--- config.mk ---
export PLATFORM = sky130hd
export DESIGN_NAME = yurut_sonuc_yolu
export DESIGN_NICKNAME = d
export VERILOG_FILES = /design/src/rtl/yurut_sonuc_yolu.sv
export SDC_FILE = /design/constraint.sdc
export NUM_CORES = 1
export LEC_CHECK = 0
export ABC_AREA = 1
export BUFFER_PORTS_ARGS = -buffer_cell sky130_fd_sc_hd__buf_2
export CORE_MARGIN = 8
export CORE_UTILIZATION = 35
export DETAILED_ROUTE_END_ITERATION = 8
export HOLD_SLACK_MARGIN = 0.05
export PLACE_DENSITY = 0.67
export SLEW_MARGIN = 20
export SYNTH_ARGS = -nofsm -noshare
export SYNTH_HDL_FRONTEND = slang
export SYNTH_SLANG_ARGS = --single-unit
--- constraint.sdc ---
create_clock -name clk_i -period 9.5 [get_ports clk_i]
set_input_delay 1.425 -clock clk_i [delete_from_list [all_inputs] [get_ports clk_i]]
set_output_delay 1.425 -clock clk_i [all_outputs]
set_load 0.02 [all_outputs]
--- src/rtl/yurut_sonuc_yolu.sv ---
// yurut_sonuc_yolu: execute-unit result collection stage.
// Arbitrates completions from KANAL_SAYISI functional units, buffers them in
// a DERINLIK-entry FIFO and presents one write-back per cycle to geri yaz.
// Optional feature: define YURUT_ROUND_ROBIN_EN for round-robin arbitration;
// the default build uses fixed lowest-index priority.
module yurut_sonuc_yolu #(
    parameter int KANAL_SAYISI    = 4,
    parameter int VERI_GENISLIGI  = 32,
    parameter int ADRES_GENISLIGI = 5,
    parameter int DERINLIK        = 4
) (
    input  logic                                    clk_i,
    input  logic                                    rst_i,
    input  logic [KANAL_SAYISI-1:0]                 kanal_hazir_i,
    input  logic [KANAL_SAYISI*VERI_GENISLIGI-1:0]  kanal_sonuc_i,
    input  logic [KANAL_SAYISI*ADRES_GENISLIGI-1:0] kanal_hedef_i,
    output logic [KANAL_SAYISI-1:0]                 kanal_kabul_o,
    input  logic                                    durdur_i,
    output logic                                    yazmaca_yaz_o,
    output logic [ADRES_GENISLIGI-1:0]              hedef_yazmaci_o,
    output logic [VERI_GENISLIGI-1:0]               hedef_yazmac_verisi_o,
    output logic [$clog2(KANAL_SAYISI)-1:0]         kanal_no_o,
    output logic [$clog2(DERINLIK):0]               doluluk_o,
    output logic                                    yurut_stall_o
);

    localparam int KW = $clog2(KANAL_SAYISI);
    localparam int PW = $clog2(DERINLIK);
    localparam int DW = PW + 1;
    localparam logic [DW-1:0] DOLU = DW'(DERINLIK);
    localparam logic [DW-1:0] ESIK = DW'(DERINLIK - 1);

    // FIFO storage; read asynchronously at the head so an accepted entry is
    // visible one cycle after acceptance.
    logic [VERI_GENISLIGI-1:0]  veri_mem  [DERINLIK];
    logic [ADRES_GENISLIGI-1:0] hedef_mem [DERINLIK];
    logic [KW-1:0]              kanal_mem [DERINLIK];

    logic [PW-1:0] bas_reg;
    logic [PW-1:0] kuyruk_reg;
    logic [DW-1:0] doluluk_reg;

    logic [VERI_GENISLIGI-1:0]  sonuc_dizi [KANAL_SAYISI];
    logic [ADRES_GENISLIGI-1:0] hedef_dizi [KANAL_SAYISI];

    logic          bos;
    logic          pop;
    logic          push_izin;
    logic          secim_var;
    logic [KW-1:0] secim_idx;
    logic          kabul_var;
    logic          push;

    // Unpack the flat per-channel buses into arrays indexed by channel.
    generate
        for (genvar gi = 0; gi < KANAL_SAYISI; gi++) begin : g_kanal
            assign sonuc_dizi[gi] = kanal_sonuc_i[gi*VERI_GENISLIGI +: VERI_GENISLIGI];
            assign hedef_dizi[gi] = kanal_hedef_i[gi*ADRES_GENISLIGI +: ADRES_GENISLIGI];
        end
    endgenerate

    assign bos       = (doluluk_reg == '0);
    assign pop       = !bos && !durdur_i;
    // A full FIFO may still accept when the head leaves in the same cycle.
    assign push_izin = !rst_i && ((doluluk_reg < DOLU) || pop);

`ifdef YURUT_ROUND_ROBIN_EN
    logic [KW-1:0] son_kanal_reg;
    int            aday_int;
    logic [KW-1:0] aday;

    // Round-robin search starting just after the last granted channel.
    always_comb begin
        secim_var = 1'b0;
        secim_idx = '0;
        aday_int  = 0;
        aday      = '0;
        for (int i = 1; i <= KANAL_SAYISI; i++) begin
            aday_int = (int'(son_kanal_reg) + i) % KANAL_SAYISI;
            aday     = KW'(aday_int);
            if (!secim_var && kanal_hazir_i[aday]) begin
                secim_var = 1'b1;
                secim_idx = aday;
            end
        end
    end

    // Remember the last grant, including grants of discarded x0 results.
    always_ff @(posedge clk_i) begin
        if (rst_i) begin
            son_kanal_reg <= KW'(KANAL_SAYISI - 1);
        end else if (kabul_var) begin
            son_kanal_reg <= secim_idx;
        end
    end
`else
    // Fixed priority: scan from the top down so the lowest index wins.
    always_comb begin
        secim_var = 1'b0;
        secim_idx = '0;
        for (int i = KANAL_SAYISI - 1; i >= 0; i--) begin
            if (kanal_hazir_i[KW'(i)]) begin
                secim_var = 1'b1;
                secim_idx = KW'(i);
            end
        end
    end
`endif

    assign kabul_var     = push_izin && secim_var;
    assign kanal_kabul_o = kabul_var ? (KANAL_SAYISI'(1) << secim_idx) : '0;
    // Results aimed at x0 are acknowledged but never stored.
    assign push          = kabul_var && (hedef_dizi[secim_idx] != '0);

    // Pointer and occupancy bookkeeping; reset drops every buffered entry.
    always_ff @(posedge clk_i) begin
        if (rst_i) begin
            bas_reg     <= '0;
            kuyruk_reg  <= '0;
            doluluk_reg <= '0;
        end else begin
            if (push) begin
                kuyruk_reg <= kuyruk_reg + PW'(1);
            end
            if (pop) begin
                bas_reg <= bas_reg + PW'(1);
            end
            case ({push, pop})
                2'b10:   doluluk_reg <= doluluk_reg + DW'(1);
                2'b01:   doluluk_reg <= doluluk_reg - DW'(1);
                default: doluluk_reg <= doluluk_reg;
            endcase
        end
    end

    // Write the accepted entry at the tail.
    always_ff @(posedge clk_i) begin
        if (push) begin
            veri_mem[kuyruk_reg]  <= sonuc_dizi[secim_idx];
            hedef_mem[kuyruk_reg] <= hedef_dizi[secim_idx];
            kanal_mem[kuyruk_reg] <= secim_idx;
        end
    end

    assign yazmaca_yaz_o         = !bos;
    assign hedef_yazmaci_o       = bos ? '0 : hedef_mem[bas_reg];
    assign hedef_yazmac_verisi_o = bos ? '0 : veri_mem[bas_reg];
    assign kanal_no_o            = bos ? '0 : kanal_mem[bas_reg];
    assign doluluk_o             = doluluk_reg;
    assign yurut_stall_o         = (doluluk_reg >= ESIK);

endmodule

==> flow_metrics.tcl <==
set metrics [dict create \
    status "complete, no violations" \
    worstMarginPinSlew_ns 1.014 \
    ys_types 26 \
    largest_register_ffs 128 \
    critPathLaunchType "flop" \
    cts_root_buffer "clkbuf_16" \
    syn-instance-count 640 \
    fin_worst_skew_ns 0.005403 \
    ys_ff_latch 161 \
    cts_tree "done" \
    critical_path_buf_inv_count 3 \
    die_x_um 156.1 \
    async_reset_ff_frac 0 \
    slew_viol_final 0 \
    p_sw_frac 0.3461 \
    grt_util_all_layers 0.1337 \
    drive_gt1_frac 0.2343 \
    dr.pass1.iters 4 \
    dp_hpwl_um 9011 \
    first_iter_violations 217 \
    seq_power_share 0.399 \
    ys_top_cells_by_area "edfxtp_1 (66%), nor2_1 (8.9%), nand2_1 (5.9%), o21ai_0 (5.9%), a21oi_1 (3.3%)" \
    worstPathArrival_ns 3.20 \
    clock_power_share 0.296 \
    synthTopCellsByCount "nor2_1 (163), edfxtp_1 (152), nand2_1 (108)" \
    met1_usage 0.1594 \
    grt_max_degree 78 \
    synth_edf_count 152 \
    critPathMaxStageDelay_ns 0.99 \
    multi_input_area_um2 1894 \
    top_register "veri_mem" \
    rows 51 \
    worstReg2RegEnd "doluluk_o[2]" \
    path_clk_slew_ns 0.06 \
    powerDensity_nw_per_um2 272.8 \
    syn-cell-area_um2 6874 \
    vias 4719 \
    reg2reg_depth 10 \
    yosysSeqAreaShare 0.6902 \
    cts.sinks 161 \
    grt-ovfl-total 0 \
    period_needed_ns 4.621 \
    reg_top3 "veri_mem: 128 flops, hedef_mem: 20 flops, kanal_mem: 4 flops" \
    rrSetupSlack_ns 7.27 \
    rsz0062_at_grt "no" \
    worstHoldPathType "flop to flop" \
    slowest_stage "clkinv_2" \
    routed_wl_um 15720 \
    crit_chain "buf_4 > clkinv_2 > o21ai_0 > a21oi_1 > buf_2" \
    hp-start "bas_reg[1]" \
    fin_crit_sh 0.4864 \
    holdPathStages 2 \
    path_max_fanout 77 \
    worstSkewPairLatency_ns 0.41 \
    finish.utilization 0.4294 \
    fmax_mhz 216.4 \
    htree_levels 4 \
    antenna_left 0 \
    endpoint_kind "primary output" \
    cts_buffers 17 \
    slew_headroom 0.3242 \
    grt_util_met2 0.2301 \
    p_comb_frac 0.305 \
    fin_nets 912 \
    r2r-start "doluluk_o[0]" \
    start_util 0.3544 \
    grt.busiest_layer "met2" \
    synthFlopType "edfxtp_1" \
    synth.most_common_cell "nor2_1" \
    setup_violations 0 \
    cap_violations 0 \
    cts_hold_buf 0 \
    worst_ir_drop_vdd_mv 0.1577 \
    io_buffers 122 \
    cellLeakagePower_uw 0.003289 \
    cts_setup_buffers 0 \
    antenna_found_initial 0 \
    ios 203 \
    intPower_uw 1486 \
    gp_congestion 0.6947 \
    die_area_um2 24380 \
    synth_top_area_cell "edfxtp_1" \
    hold_violations 0 \
    cts-resized-gates 0 \
    via_per_inst 4.586 \
    p_sw_uw 786.4 \
    cts.path.max_buffers 2 \
    grt_pass1_vias 4691 \
    yosysWarnings 0 \
    crit_type "flop to primary output" \
    areaGrowthSynthToFinish_pct 21.17 \
    finalSetupTns_ns 0 \
    syn_area_per_cell_um2 10.74 \
    n_antenna_cell 0 \
    post-route-drc-count 0 \
    grt_pass1_wl_um 24740 \
    die_height_um 156.1 \
    path_delay_family "buffers and inverters" \
    routedWlPerCell_um 15.28 \
    met3_usage 0.02853 \
    synth_top_area_frac 0.6640 \
    cp.required_ns 8.08 \
    register_area_um2 4747 \
    fillers 1843 \
    core_area_um2 19400 \
]
[stage by stage]
step | setup slack [ns] | hold slack [ns] | cell area [um^2] | power [uW] | instances
floorplan | 5.478 | 0.4357 | 6882 | 1380 | 642
global placement | 5.461 | 0.4461 | 7719 | 1619 | 997
detailed placement | 5.429 | 0.4637 | 7719 | 1629 | 997
CTS | 5.112 | 0.4756 | 8328 | 2305 | 1029
global route | 4.508 | 0.5301 | 8329 | 2406 | 1029
finish | 4.879 | 0.4785 | 8329 | 2272 | 1029
[layer usage]
layer / up-vias / part of all wire
met5: - / 0
met4: 0 / 0.016
met3: 17 / 0.041
met2: 99 / 0.51
met1: 2216 / 0.44
li1: 2387 / -
[worst min-delay path, stage by stage (launching register included)]
cell and delay, ns:
dfxtp_1 0.30, inv_1 0.06, a21oi_1 0.08
[layout make-up]
| class | count | share of cell area |
|---|---|---|
| clock inverter | 5 | 0.003755 |
| inverter | 20 | 0.009163 |
| tap | 265 | 0.03981 |
| multi-input combinational | 421 | 0.2274 |
| timing repair buffer | 130 | 0.08052 |
| sequential | 161 | 0.5699 |
| clock buffer | 27 | 0.06940 |
[power groups by stage]
stage	combinational (uW)	clock, uW	sequential (uW)
2_1_floorplan	466	0	913
6_report	692	673	906
4_1_cts	711	687	907
5_1_grt	776	717	914
3_5_place_dp	708	0	921
3_3_place_gp	700	0	919
[kinds of logic (layout without fill, tap and decap cells)]
logic type	count (synthesis)	count (layout)	synth area share
AOI/OAI and AO/OA	128	128	0.09374
adders and majority gates	6	6	0.01201
buffers and inverters	60	182	0.04059
DFF	161	161	0.6902
other	1	3	0.0005455
and+or+nand+nor	284	284	0.1629
[how the worst max path moves through the flow]
stage | startpoint | end | slack (ns) | cells past startpoint
6_report | flop | hedef_yazmaci_o[2] | 4.88 | 5
5_1_grt | flop | hedef_yazmac_verisi_o[25] | 4.51 | 5
4_1_cts | flop | hedef_yazmac_verisi_o[0] | 5.11 | 5
3_5_place_dp | kanal_hazir_i[0] | kanal_kabul_o[0] | 5.43 | 5
3_3_place_gp | kanal_hazir_i[0] | kanal_kabul_o[0] | 5.46 | 5
2_1_floorplan | kanal_hazir_i[0] | hedef_mem[0][0] | 5.48 | 7
[cell usage in the layout, fill, tap and decap left out, types with 2 or more instances in the layout]
cell type / synthesis / layout
a21oi_1: 45 / 45
buf_2: 12 / 122
buf_4: 7 / 8
clkbuf_1: 13 / 3
clkbuf_16: 0 / 21
clkbuf_8: 0 / 3
clkinv_2: 0 / 3
conb_1: 1 / 3
dfxtp_1: 9 / 7
dfxtp_2: 0 / 2
edfxtp_1: 152 / 152
ha_1: 5 / 5
inv_1: 19 / 17
inv_2: 1 / 2
inv_4: 0 / 2
nand2_1: 108 / 108
nand2_2: 5 / 5
nand3_1: 3 / 3
nor2_1: 163 / 159
nor2_4: 1 / 5
o21ai_0: 81 / 81
(Power assumes the default switching activity.)
